[config.mk]
export PLATFORM = sky130hd
export DESIGN_NAME = fsm_serial_tx
export DESIGN_NICKNAME = d
export VERILOG_FILES = /design/src/rtl/fsm_serial_tx.sv
export SDC_FILE = /design/constraint.sdc
export NUM_CORES = 1
export LEC_CHECK = 0
export CAP_MARGIN = 25
export CORE_MARGIN = 5
export CORE_UTILIZATION = 45
export CTS_BUF_LIST = sky130_fd_sc_hd__clkbuf_4 sky130_fd_sc_hd__clkbuf_8 sky130_fd_sc_hd__clkbuf_16
export CTS_CLUSTER_DIAMETER = 200
export DETAILED_ROUTE_END_ITERATION = 6
export GPL_ROUTABILITY_DRIVEN = 0
export GPL_TIMING_DRIVEN = 0
export PLACE_DENSITY = 0.82
export SLEW_MARGIN = 15
export SYNTH_ARGS = -nofsm -noshare
export SYNTH_HDL_FRONTEND = slang
export SYNTH_SLANG_ARGS = --single-unit
export TNS_END_PERCENT = 50
[constraint.sdc]
create_clock -name clk -period 1.42 [get_ports clk]
set_input_delay 0.213 -clock clk [delete_from_list [all_inputs] [get_ports clk]]
set_output_delay 0.213 -clock clk [all_outputs]
set_load 0.02 [all_outputs]
[src/rtl/fsm_serial_tx.sv]
// Parallel-to-serial bit-stream transmitter: loads a word plus bit count, then
// shifts the selected bits out MSB-first under receiver backpressure.
module fsm_serial_tx #(
    parameter int WIDTH = 8,
    parameter int LEN_W = 4,
    parameter int GAP   = 0
) (
    input  logic             clk,
    input  logic             reset,
    input  logic             load_valid,
    output logic             load_ready,
    input  logic [WIDTH-1:0] load_data,
    input  logic [LEN_W-1:0] load_len,
    output logic             bit_out,
    output logic             bit_valid,
    input  logic             rx_ready,
    output logic             busy,
    output logic             done
);
    localparam int               GAP_W    = (GAP > 0) ? $clog2(GAP + 1) : 1;
    localparam logic [LEN_W-1:0] FULL_LEN = LEN_W'(WIDTH);

    typedef enum logic [1:0] {
        S_IDLE,
        S_SEND,
        S_GAP
    } state_t;

    state_t           state;
    logic [WIDTH-1:0] shreg;
    logic [LEN_W-1:0] remaining;
    logic [GAP_W-1:0] gap_cnt;
    logic [LEN_W-1:0] eff_len;
    logic [WIDTH-1:0] aligned;

    // Left-align the selected bits so the frame's first bit always sits at the MSB.
    // NOTE: every variable written here gets a default first, so no latch is inferred.
    always_comb begin
        eff_len = load_len;
        if (load_len == '0 || load_len > FULL_LEN) begin
            eff_len = FULL_LEN;
        end
        aligned = load_data << (FULL_LEN - eff_len);
    end

    // NOTE: state is updated with non-blocking assignments so every register samples
    // pre-edge values; the done default below is a registered pulse, not a latch.
    always_ff @(posedge clk or posedge reset) begin
        if (reset) begin
            state     <= S_IDLE;
            shreg     <= '0;
            remaining <= '0;
            gap_cnt   <= '0;
            bit_out   <= 1'b0;
            bit_valid <= 1'b0;
            done      <= 1'b0;
        end else begin
            done <= 1'b0;
            case (state)
                S_IDLE: begin
                    if (load_valid) begin
                        shreg     <= aligned;
                        remaining <= eff_len;
                        bit_out   <= aligned[WIDTH-1];
                        bit_valid <= 1'b1;
                        state     <= S_SEND;
                    end
                end
                S_SEND: begin
                    // bit_valid is always high in SEND, so rx_ready alone marks a transfer.
                    if (rx_ready) begin
                        if (remaining > LEN_W'(1)) begin
                            shreg     <= shreg << 1;
                            bit_out   <= shreg[WIDTH-2];
                            remaining <= remaining - LEN_W'(1);
                        end else begin
                            bit_out   <= 1'b0;
                            bit_valid <= 1'b0;
                            remaining <= '0;
                            if (GAP > 0) begin
                                gap_cnt <= GAP_W'(GAP);
                                state   <= S_GAP;
                            end else begin
                                done  <= 1'b1;
                                state <= S_IDLE;
                            end
                        end
                    end
                end
                S_GAP: begin
                    if (gap_cnt <= GAP_W'(1)) begin
                        gap_cnt <= '0;
                        done    <= 1'b1;
                        state   <= S_IDLE;
                    end else begin
                        gap_cnt <= gap_cnt - GAP_W'(1);
                    end
                end
                default: state <= S_IDLE;
            endcase
        end
    end

    assign load_ready = (state == S_IDLE);
    assign busy       = (state != S_IDLE);

endmodule

# Word level (Yosys, flattened, before mapping)
# Cells that the tools add are included.
totals:
  ff_bits: 17
  input_bits: 16
  out_inout_bits: 5
op_classes:
  add_sub_neg: 3
  magnitude_cmp: 3
  n_eq_ne: 7
  n_shift: 1
  mux: 27
  n_reduce_logical: 9
op_table:
  columns: ["operator", "count"]
  rows:
  - ["$mux W7", 3]
  - ["$mux W4", 4]
  - ["$pmux W7 S2", 1]
  - ["$reduce_and A4 Y1", 3]
  - ["$mux W1", 10]
  - ["$ne A2 B2 Y1 const B", 5]
  - ["$mux W2", 4]
  - ["$pmux W4 S2", 1]
  - ["$shl A8 B4 Y8", 1]
  - ["$pmux W1 S2", 3]
  - ["$pmux W2 S3", 1]
  - ["$gt A4 B1 Y1 const B", 1]
  - ["$gt A4 B4 Y1 const B", 1]
  - ["$logic_not A4 Y1", 1]
  - ["$reduce_bool A2 Y1", 2]
  - ["$sub A4 B1 Y4 const B", 1]
  - ["$sub A4 B4 Y4 const A", 1]
  - ["$reduce_and A3 Y1", 1]
  - ["$eq A2 B1 Y1 const B", 1]
  - ["$eq A2 B2 Y1 const B", 1]
  - ["$logic_not A2 Y1", 1]
  - ["$le A1 B1 Y1 const B", 1]
  - ["$logic_or A1 B1 Y1", 1]
  - ["$sub A1 B1 Y1 const B", 1]

# Logic depth before layout (Yosys ltp)
# Gate-level depths: netlist (run 1).
logic_depth:
  depth_word: 7
  mapped_depth: 9

# Worst setup path before layout (run 1)
# No wires, ideal clock.
synth_path:
  kind: "input to register"
  from: "input load_len[0]"
  to: "register shreg[6]"
  setup_time_ps: 131
  t_arrival_ps: 1560
  t_required_ps: 1289
  slack_ps: -271
  cell_stages: 9
  path_buffers: 1
  path_cell_list: "nor2b_2 > buf_6 > inv_4 > ha_1 > clkinv_1 > a21oi_1 > a21oi_2 > nor3_1 > o41ai_2"
synth_via:
  elab_chain_cells: 7
  elab_cells_between_ends: 8
synth_rtl:
  columns: ["item", "line_no", "rtl"]
  rows:
  - ["start: declaration", "13", "input logic [LEN_W-1:0] load_len,"]
  - ["$gt A4 B4 Y1 / $logic_not A4 Y1 (equally long branches)", "40", "if (load_len == '0 || load_len > FULL_LEN) begin"]
  - ["$logic_or A1 B1 Y1", "40", null]
  - ["$mux W4 *", "40", null]
  - ["$sub A4 B4 Y4 *", "43", "aligned = load_data << (FULL_LEN - eff_len);"]
  - ["$shl A8 B4 Y8 *", "43", null]
  - ["$mux W7 *", "61", "if (load_valid) begin"]
  - ["$pmux W7 S2 *", "59", "case (state)"]
  - ["end signal: assignment", "62", "shreg <= aligned;"]
  - ["end signal: assignment", "73", "shreg <= shreg << 1;"]
  - ["end: declaration", "30", "logic [WIDTH-1:0] shreg;"]
# Mark *: on every way between the ends. The rest lies on a longest branch, timed or not. The select of a mux whose other input is x is not followed.
# A chain may end at the register's enable or synchronous reset.

# Worst setup path in the final report (run 1)
layout_path:
  from: "register remaining[0]"
  to: "register shreg[6]"
layout_via:
  elab_chain_cells: 3
layout_rtl:
  columns: ["item", "line_no", "rtl"]
  rows:
  - ["start: declaration", "31", "logic [LEN_W-1:0] remaining;"]
  - ["start signal: assignment", "63", "remaining <= eff_len;"]
  - ["start signal: assignment", "75", "remaining <= remaining - LEN_W'(1);"]
  - ["$gt A4 B1 Y1", "72", "if (remaining > LEN_W'(1)) begin"]
  - ["$ne A2 B2 Y1 (no source line)", null, null]
  - ["$reduce_and A4 Y1 (no source line)", null, null]
# No other way between the ends.

==> metrics.txt, run 1 <==
port bufs=20; Root Driver=clkbuf_4; minimum clock period=1690 ps; Synth area leaders=dfrtp_1 (36%), nand2_1 (8.4%), mux2i_1 (6.1%), o21ai_0 (4.1%), ha_1 (3.8%); TritonCTS buffer count=3; total power=~2.7 mW; Die H=between 50 and 60 um; Final Cycle Share=119%; hold_ws=279 ps; total track usage=18.4%; hold buffers post-CTS=0; Remaining DRCs=0; MaxCap Viol Count=0; Max Slew Vio Count=0; routed wire length=~3200 um; FF+latch area=about 350 um2; Data arrival, critical path=around 1900 ps; via count=~1000; Post-Syn Area per Cell=approximately 8.6 um2; max_slew headroom=a little over three fifths; post-synth cell types=just over 40; Synth warnings=0; Yosys top cell by area=dfrtp_1; gr ovfl total=0; clock slew at reported path FFs=about 90 ps; average routed wire per standard cell=17.6 um; area occupied by multi-input gates=749 um2; vias in the first global route=~990; synthesis-stage register bit count=14; Pint=around 1.5 mW; Antenna Cells=0; Sw Ratio=a little over two fifths; DP Area=approximately 1300 um2; hpwl dp=~1800 um; Clock Latency Late Sink=290 ps; Max H-tree Level=1; Setup CP Type=flip-flop to flip-flop; final net count=172; largest net degree at the start of global routing=15; worst setup margin=-272 ps; first-pass GRT wire length=4660 um; Initial Util=between 40% and 50%; Psw=1.21 mW; HP Class=input port to async pin; mapped cell area=between 900 and 1000 um2; Setup Viol. Count Final=13; Placement Rows=17; Logic pwr share=between 60% and 70%; CP endpoint kind=flip-flop; failing checks=setup timing; slew of the pin with the lowest slew margin=553 ps; Worst VDD drop=0.00113 V; fin area=between 1500 and 2000 um2; Yosys top cell area share=between 30% and 40%; CTS tree=yes; Non-Filler Instances=180; initial antenna violation count=0; die footprint=3220 um2; sequential power share=a little over a quarter; Mapped Nets=around 130; Inst Count DP=roughly 160; core area=2150 um2; Max clock buf depth=2; synthesized instance count=between 100 and 150; Fill cells=approximately 150; I/O pins=21; Clock power frac=between 10% and 20%; maximum net fanout on the critical path=5; post-route ant nets=0; drt pass-1 iters=4; leakage power=between 0.6 and 0.7 nW; Worst Clk Skew=between 5 and 6 ps; DRT iter0 DRCs=54; CP required=between 1500 and 2000 ps; layout cell share with drive strength beyond 1=40.1%; pwr/cell area=around 1700 nW/um2; Area Growth Syn to Fin=61.5%; RSZ-0062 raised after global routing=true; Final Hold Fails=0; Seq/Total Area, Yosys=a little over a third; routed vias/inst=approximately 5.8; Die Wd=56.8 um; clock tree sinks=14; Worst setup SP type=flip-flop; fmax=0.591 GHz; status=complete, but fails checks
-- flip-flops by register name (all words and copies together), names as in the netlist --
| register | flops |
|---|---|
| shreg | 7 |
| bit_valid | 1 |
| remaining | 4 |
| bit_out | 1 |
| done | 1 |
-- power groups by stage --
stage               Clock, mW  Sequential, mW  Combinational [mW]
finish                  0.294           0.742                1.71
global route            0.311           0.761                1.84
CTS                     0.292           0.701                1.38
detailed placement          0           0.694                1.06
global placement            0           0.685                1.03
floorplan                   0           0.700               0.745
-- layer usage --
layer	vias to the layer above	wire length, um	GRT usage [%]
li1	489	-	-
met2	56	1630	33.0
met5	-	0	0
met1	490	1200	21.9
met3	11	207	2.76
met4	0	119	6.95
-- logic make-up after synthesis --
group | count (synthesis) | synth area share (%)
compound gates | 32 | 22.9
xor+xnor | 3 | 4.58
fa+ha+maj | 3 | 3.82
buf+inv | 13 | 6.62
flops | 14 | 35.6
mux | 6 | 6.11
simple gates | 43 | 20.4
-- worst max-delay path, stage by stage, from the launching register on --
cell     delay, ps
dfrtp_2        430
inv_2           60
ha_4           170
nor2_4         150
o31a_1         190
a22oi_2        110
buf_4          160
o41ai_2        320
-- synthesized netlist by cell type --
library cell	n
o21ai_1	1
a21oi_2	1
o221ai_1	1
inv_1	5
xor2_4	1
nor3b_1	1
buf_2	2
a21oi_1	4
buf_4	1
nor2_1	6
nand2b_4	1
clkbuf_1	1
o21bai_1	1
a31oi_1	2
a21boi_0	1
a22oi_2	1
o22ai_1	1
o41ai_2	1
clkinv_1	2
nand4_1	1
o21ai_0	8
a32oi_1	1
o31a_1	1
dfrtp_1	14
nor3_1	5
xor2_1	1
inv_4	1
buf_6	1
xnor2_1	1
a22oi_1	2
a211oi_1	1
o21a_1	1
o31ai_1	2
nor2b_2	1
nand3_1	3
nand2b_1	1
mux2i_1	6
ha_1	3
a311oi_1	2
nand2_1	22
nor4_1	2
-- cell type report --
type / count / share of cell area (%)
Sequential cell: 14 / 22.1
Buffer: 5 / 2.68
Clock buffer: 4 / 2.29
Timing Repair Buffer: 34 / 20.0
Tap cell: 28 / 2.21
Inverter: 8 / 3.47
Multi-Input combinational cell: 87 / 47.2
-- metrics by stage --
| stage | util (%) | setup TNS, ps | setup slack [ps] |
|---|---|---|---|
| after floorplan | - | -523 | -81.7 |
| after CTS | 70.1 | -1920 | -251 |
| after global routing | 73.9 | -3110 | -342 |
| final | 73.9 | -2360 | -272 |
| after detailed placement | 58.2 | -6070 | -719 |
| after global placement | 58.2 | -5900 | -694 |
-- final timing paths --
kind	startpoint	to	slack, ps	depth (start not counted)
min	reset	remaining[2]	280	2
min in group clk	shreg[6]	shreg[6]	510	2
max reg2reg	remaining[0]	shreg[6]	-270	7
max in group asynchronous	reset	remaining[0]	750	2
min reg2reg	shreg[6]	shreg[6]	510	2
max	remaining[0]	shreg[6]	-270	7
-- cell usage in the layout, fill, tap and decap left out, drive strengths merged, types with 5 or more instances in the layout --
cell type,Yosys,routed
nand2,22,22
buf,4,19
dfrtp,14,14
clkdlybuf4s50,0,12
o21ai,9,9
mux2i,6,6
nor2,6,6
inv,6,6
dlygate4sd2,0,5
nor3,5,5
a21oi,5,5
clkbuf,1,5
-- what timing repair did --
| item | CTS | global route |
|---|---|---|
| buffers inserted | 11 | 2 |
| gates cloned | 1 | 0 |
| pin swaps | 15 | 8 |
| setup endpoints to repair | 16 | 13 |
| gates resized for setup | 42 | 19 |
Note: power is estimated with default switching activity, not from simulation.
==> run 2: changes to the inputs <==
==> constraint.sdc (replaced) <==
create_clock -name clk -period 1.42 [get_ports clk]
set_input_delay 0.213 -clock clk [delete_from_list [all_inputs] [get_ports clk]]
set_output_delay 0.213 -clock clk [all_outputs]
set_load 0.005 [all_outputs]
==> metrics.txt, run 2 (synthesis results as in run 1) <==
via count=1044 (-0.19%); post-route ant nets=0 (unchanged); leakage power=0.653 nW (-1.7%); routed vias/inst=5.87 (+0.93%); die footprint=3220 um2 (unchanged); first-pass GRT wire length=4330 um (-7.1%); clock tree sinks=14 (unchanged); worst setup margin=-187 ps (+85.8 ps); TritonCTS buffer count=3 (unchanged); reg2reg start=remaining[0]; most common cell after layout, fill and taps aside=nand2_1; DRT iter0 DRCs=40 (-26%); largest net degree at the start of global routing=15 (unchanged); FF-to-FF End=shreg[1]; Remaining DRCs=0 (unchanged); pwr/cell area=1610 nW/um2 (-6.9%); Worst VDD drop=0.00107 V (-5.2%); Max H-tree Level=1 (unchanged); MaxCap Viol Count=0 (unchanged); CP endpoint kind=flip-flop; area occupied by multi-input gates=754 um2 (+0.67%); average routed wire per standard cell=16.4 um (-6.6%); Initial Util=45.8% (unchanged); Placement Rows=17 (unchanged); CTS tree=yes; Root Driver=clkbuf_4; Setup Viol. Count Final=12 (-1); minimum clock period=1610 ps (-85.8 ps); DP Worst Slack=-716 ps (+2.93 ps); fmax=0.622 GHz (+5.3%); Die H=56.8 um (unchanged); vias in the first global route=954 (-4.0%); R2R depth=8 (+1); Worst Clk Skew=1.83 ps (-4.03 ps); Max Slew Vio Count=0 (unchanged); maximum net fanout on the critical path=5 (unchanged); Fill cells=152 (+2.0%); FF+latch area=352 um2 (unchanged); Antenna Cells=0 (unchanged); core area=2150 um2 (unchanged); drt pass-1 iters=4 (unchanged); status=complete, but fails checks; hold_ws=266 ps (-12.9 ps); hold buffers post-CTS=0 (unchanged); Setup CP Type=flip-flop to flip-flop; clock slew at reported path FFs=80 ps (about the same); gr ovfl total=0 (unchanged); Biggest register=shreg; Worst setup SP type=flip-flop; slew of the pin with the lowest slew margin=515 ps (-38.2 ps); Clock Latency Late Sink=280 ps (about the same); failing checks=setup timing; most frequent cells in the layout=nand2_1 (18), clkdlybuf4s50_1 (15), buf_4 (13), dfrtp_1 (13), o21ai_1 (5); Largest regs=shreg (7), remaining (4); initial antenna violation count=0 (unchanged); Die Wd=56.8 um (unchanged); max_slew headroom=65.6% (+2.5 points); I/O pins=21 (unchanged); hpwl dp=1740 um (-2.6%); port bufs=20 (unchanged); layout cell share with drive strength beyond 1=39.3% (-0.80 points); HP Class=input port to async pin; Data arrival, critical path=1810 ps (-70 ps); Area Growth Syn to Fin=59.5%; Max clock buf depth=2 (unchanged); RSZ-0062 raised after global routing=true; Final Cycle Share=113% (-6.0 points); max reg flops=7 (unchanged); total track usage=17.1% (-1.3 points); CP required=1630 ps (+20 ps); final net count=171 (-0.58%); Final Hold Fails=0 (unchanged); R2R setup slack=-190 ps (+90 ps); routed wire length=2920 um (-7.7%)
==> run 2: changes by cell type in the layout (fill, tap and decap cells not counted), sizes merged <==
| cell | delta |
|---|---|
| buf | -1 |
| clkdlybuf4s15 | -2 |
| dlymetal6s2s | +1 |
| clkbuf | +1 |
| dlygate4sd2 | -4 |
| clkdlybuf4s50 | +3 |
==> run 2: worst max path at each step <==
stage                       startpoint  endpoint  slack (ps)
after global placement     load_len[0]  shreg[6]        -690
final                     remaining[0]  shreg[1]        -190
after global routing      remaining[0]  shreg[1]        -270
after floorplan           remaining[0]  shreg[6]         -80
after detailed placement   load_len[0]  shreg[6]        -720
after CTS                 remaining[0]  shreg[1]        -220
==> run 2: what timing repair did <==
| action | CTS | global route |
|---|---|---|
| pin swaps | 15 | 12 |
| endpoints found under the setup margin | 13 | 13 |
| cloned | 1 | 0 |
| resized for setup | 40 | 21 |
| buffers inserted | 6 | 6 |
==> run 2: cell type report <==
type | instances | area share [%]
inverter | 8 | 3.99
sequential | 14 | 22.4
buffer | 5 | 2.95
clock buffer | 3 | 1.44
multi-input combinational | 87 | 48.1
timing repair buffer | 33 | 18.9
tap | 28 | 2.23
==> run 2: per-stage QoR <==
stage / instance area (um2) / cells / TNS, ps / power (mW) / util (%)
5_1_grt: 1570 / 178 / -2620 / 2.67 / 73.0
4_1_cts: 1480 / 172 / -1840 / 2.19 / 68.8
3_3_place_gp: 1250 / 162 / -5890 / 1.65 / 58.2
6_report: 1570 / 178 / -1720 / 2.53 / 73.0
3_5_place_dp: 1250 / 162 / -6090 / 1.68 / 58.2
2_1_floorplan: 1010 / 114 / -500 / 1.39 / -
==> run 2: layer usage <==
metal	up-vias	wire length [um]	track usage, %	part of all wire (%)
met5	-	0	0	0
met4	0	99	8.94	3.4
met3	11	124	1.61	4.2
met2	41	1490	30.0	51
met1	508	1210	20.3	41
li1	484	-	-	-
==> run 2: worst max-delay path, cell delays in order, from the launching register on <==
cell      delay [ps]
dfrtp_2          460
inv_2             90
ha_4             140
nor2_4            40
o31a_1           270
a22oi_2          220
buf_4            170
a211oi_2          30
a21oi_1          120
==> run 2: power breakdown <==
group | total (mW) | internal, mW | switching, mW
clock | 0.221 | 0.0984 | 0.123
sequential | 0.734 | 0.565 | 0.169
combinational | 1.57 | 0.793 | 0.778
total | 2.53 | 1.46 | 1.07
==> run 3: changes to the inputs <==
--- a/config.mk
+++ b/config.mk
@@ -14,6 +14,7 @@
 export GPL_ROUTABILITY_DRIVEN = 0
 export GPL_TIMING_DRIVEN = 0
 export PLACE_DENSITY = 0.82
+export SKIP_LAST_GASP = 1
 export SLEW_MARGIN = 15
 export SYNTH_ARGS = -nofsm -noshare
 export SYNTH_HDL_FRONTEND = slang
==> metrics.txt, run 3 (synthesis results as in run 1) <==
largest net degree at the start of global routing=15 (unchanged); routed wire length=2960 um (+1.3%); final net count=174 (+1.8%); max_slew headroom=63.4% (-2.3 points); average routed wire per standard cell=16.3 um (-0.41%); R2R setup slack=-240 ps (-50 ps); max reg flops=7 (unchanged); initial antenna violation count=0 (unchanged); Setup TNS Final=-2190 ps (-474 ps); Pint=1.42 mW (-2.2%); Max clock buf depth=2 (unchanged); Sw Ratio=41.6% (-0.75 points); via count=1077 (+3.2%); failing checks=setup timing; Logic pwr share=61.1% (-1.1 points); leakage power=0.659 nW (+0.86%); met3 Usage GRT=1.61% (unchanged); clock tree sinks=14 (unchanged); FF-to-FF End=remaining[2]; sequential power share=29.9% (+0.8 points); Fill cells=150 (-1.3%); post-route ant nets=0 (unchanged); I/O pins=21 (unchanged); vias in the first global route=954 (unchanged); Max stage delay cell, worst path=dfrtp_2; Initial Util=45.8% (unchanged); DP Worst Slack=-716 ps (unchanged); worst setup margin=-239 ps (-52.3 ps); cells along the critical path=inv_2, ha_4, nor2_4, buf_4, o31ai_2, nor3b_1, o21ai_0, nand2_1; minimum clock period=1660 ps (+52.3 ps); Area Growth Syn to Fin=60.9%; maximum net fanout on the critical path=5 (unchanged); Die H=56.8 um (unchanged); RSZ-0062 raised after global routing=true; CTS tree=yes; Worst VDD drop=0.000944 V (-12%); Data arrival, critical path=1830 ps (+20 ps); Clock Latency Late Sink=280 ps (about the same); Worst Clk Skew=0.710 ps (-1.12 ps); Final Cycle Share=117% (+3.7 points); Root Driver=clkbuf_4; pwr/cell area=1540 nW/um2 (-4.3%); Die Wd=56.8 um (unchanged); Worst setup SP type=flip-flop; gr ovfl total=0 (unchanged); status=complete, but fails checks; reg2reg start=remaining[0]; Psw=1.01 mW (-5.2%); slew of the pin with the lowest slew margin=550 ps (+34.8 ps); CP endpoint kind=flip-flop; first-pass GRT wire length=4330 um (unchanged); Placement Rows=17 (unchanged); drt pass-1 iters=5 (+1); MaxCap Viol Count=0 (unchanged); die footprint=3220 um2 (unchanged); Biggest register=shreg; delay-heaviest family, CP=compound AO/OA/AOI/OAI gates; Largest regs=shreg (7), remaining (4); most frequent cells in the layout=nand2_1 (19), clkdlybuf4s50_1 (17), buf_4 (15); total track usage=17.1% (unchanged); Clock power frac=9.1% (+0.3 points); Max Slew Vio Count=0 (unchanged); port bufs=20 (unchanged); Setup CP Type=flip-flop to flip-flop; fmax=0.603 GHz (-3.2%); hold buffers post-CTS=0 (unchanged); core area=2150 um2 (unchanged); hpwl dp=1740 um (unchanged); WP depth=8 (unchanged); HP Class=input port to async pin; Slowest Stage Delay on Critical Path=460 ps (about the same); routed vias/inst=5.95 (+1.5%); R2R depth=8 (unchanged); DRT iter0 DRCs=42 (+5.0%); grt met1 use=20.3% (unchanged); Max H-tree Level=1 (unchanged); Final Hold Fails=0 (unchanged); CP required=1590 ps (-40 ps); TritonCTS buffer count=3 (unchanged); Remaining DRCs=0 (unchanged); GR Layer Usage met2=30.0% (unchanged); most common cell after layout, fill and taps aside=nand2_1; layout cell share with drive strength beyond 1=37.9% (-1.4 points); Setup Viol. Count Final=13 (+1); GRT Max-Usage Layer=met2; Antenna Cells=0 (unchanged); Worst Path Buf+Inv=2 (unchanged); clock slew at reported path FFs=80 ps (about the same)
-- run 3: how the worst max path moves through the flow --
stage	start	slack, ps	to
final	remaining[0]	-240	remaining[2]
after global routing	remaining[0]	-300	remaining[2]
after CTS	remaining[0]	-220	shreg[1]
after detailed placement	load_len[0]	-720	shreg[6]
after global placement	load_len[0]	-690	shreg[6]
after floorplan	remaining[0]	-80	shreg[6]
-- run 3: repair_timing --
item	in CTS	in global routing
gates resized for setup	36	14
cloned	1	0
buffers inserted	6	9
pin swaps	15	11
setup endpoints to repair	13	14
-- run 3: final cells by class --
class	instances	area [um2]	share of cell area, %
sequential	14	352	22.2
multi-input combinational	87	737	46.6
inverter	8	60.1	3.79
tap	28	35.0	2.21
clock buffer	3	22.5	1.42
timing repair buffer	36	335	21.2
buffer	5	41.3	2.61
-- run 3: power by group through the flow --
| stage | Combinational (mW) | Clock (mW) | Sequential (mW) |
|---|---|---|---|
| 2_1_floorplan | 0.719 | 0 | 0.666 |
| 3_3_place_gp | 0.964 | 0 | 0.685 |
| 3_5_place_dp | 0.990 | 0 | 0.692 |
| 4_1_cts | 1.27 | 0.218 | 0.702 |
| 5_1_grt | 1.62 | 0.238 | 0.742 |
| 6_report | 1.49 | 0.221 | 0.728 |
-- run 3: metrics by stage --
step | cell area [um2] | power, mW | hold slack [ps] | util, % | instances
finish | 1580 | 2.44 | 263 | 73.7 | 181
global route | 1580 | 2.60 | 333 | 73.7 | 181
global placement | 1250 | 1.65 | 465 | 58.2 | 162
detailed placement | 1250 | 1.68 | 473 | 58.2 | 162
floorplan | 1010 | 1.39 | 102 | - | 114
CTS | 1480 | 2.19 | 290 | 68.8 | 172
-- run 3: metal layers --
| layer | vias to the layer above | share of wire (%) |
|---|---|---|
| li1 | 493 | - |
| met1 | 512 | 39 |
| met2 | 52 | 52 |
| met3 | 20 | 5.1 |
| met4 | 0 | 4.1 |
| met5 | - | 0 |
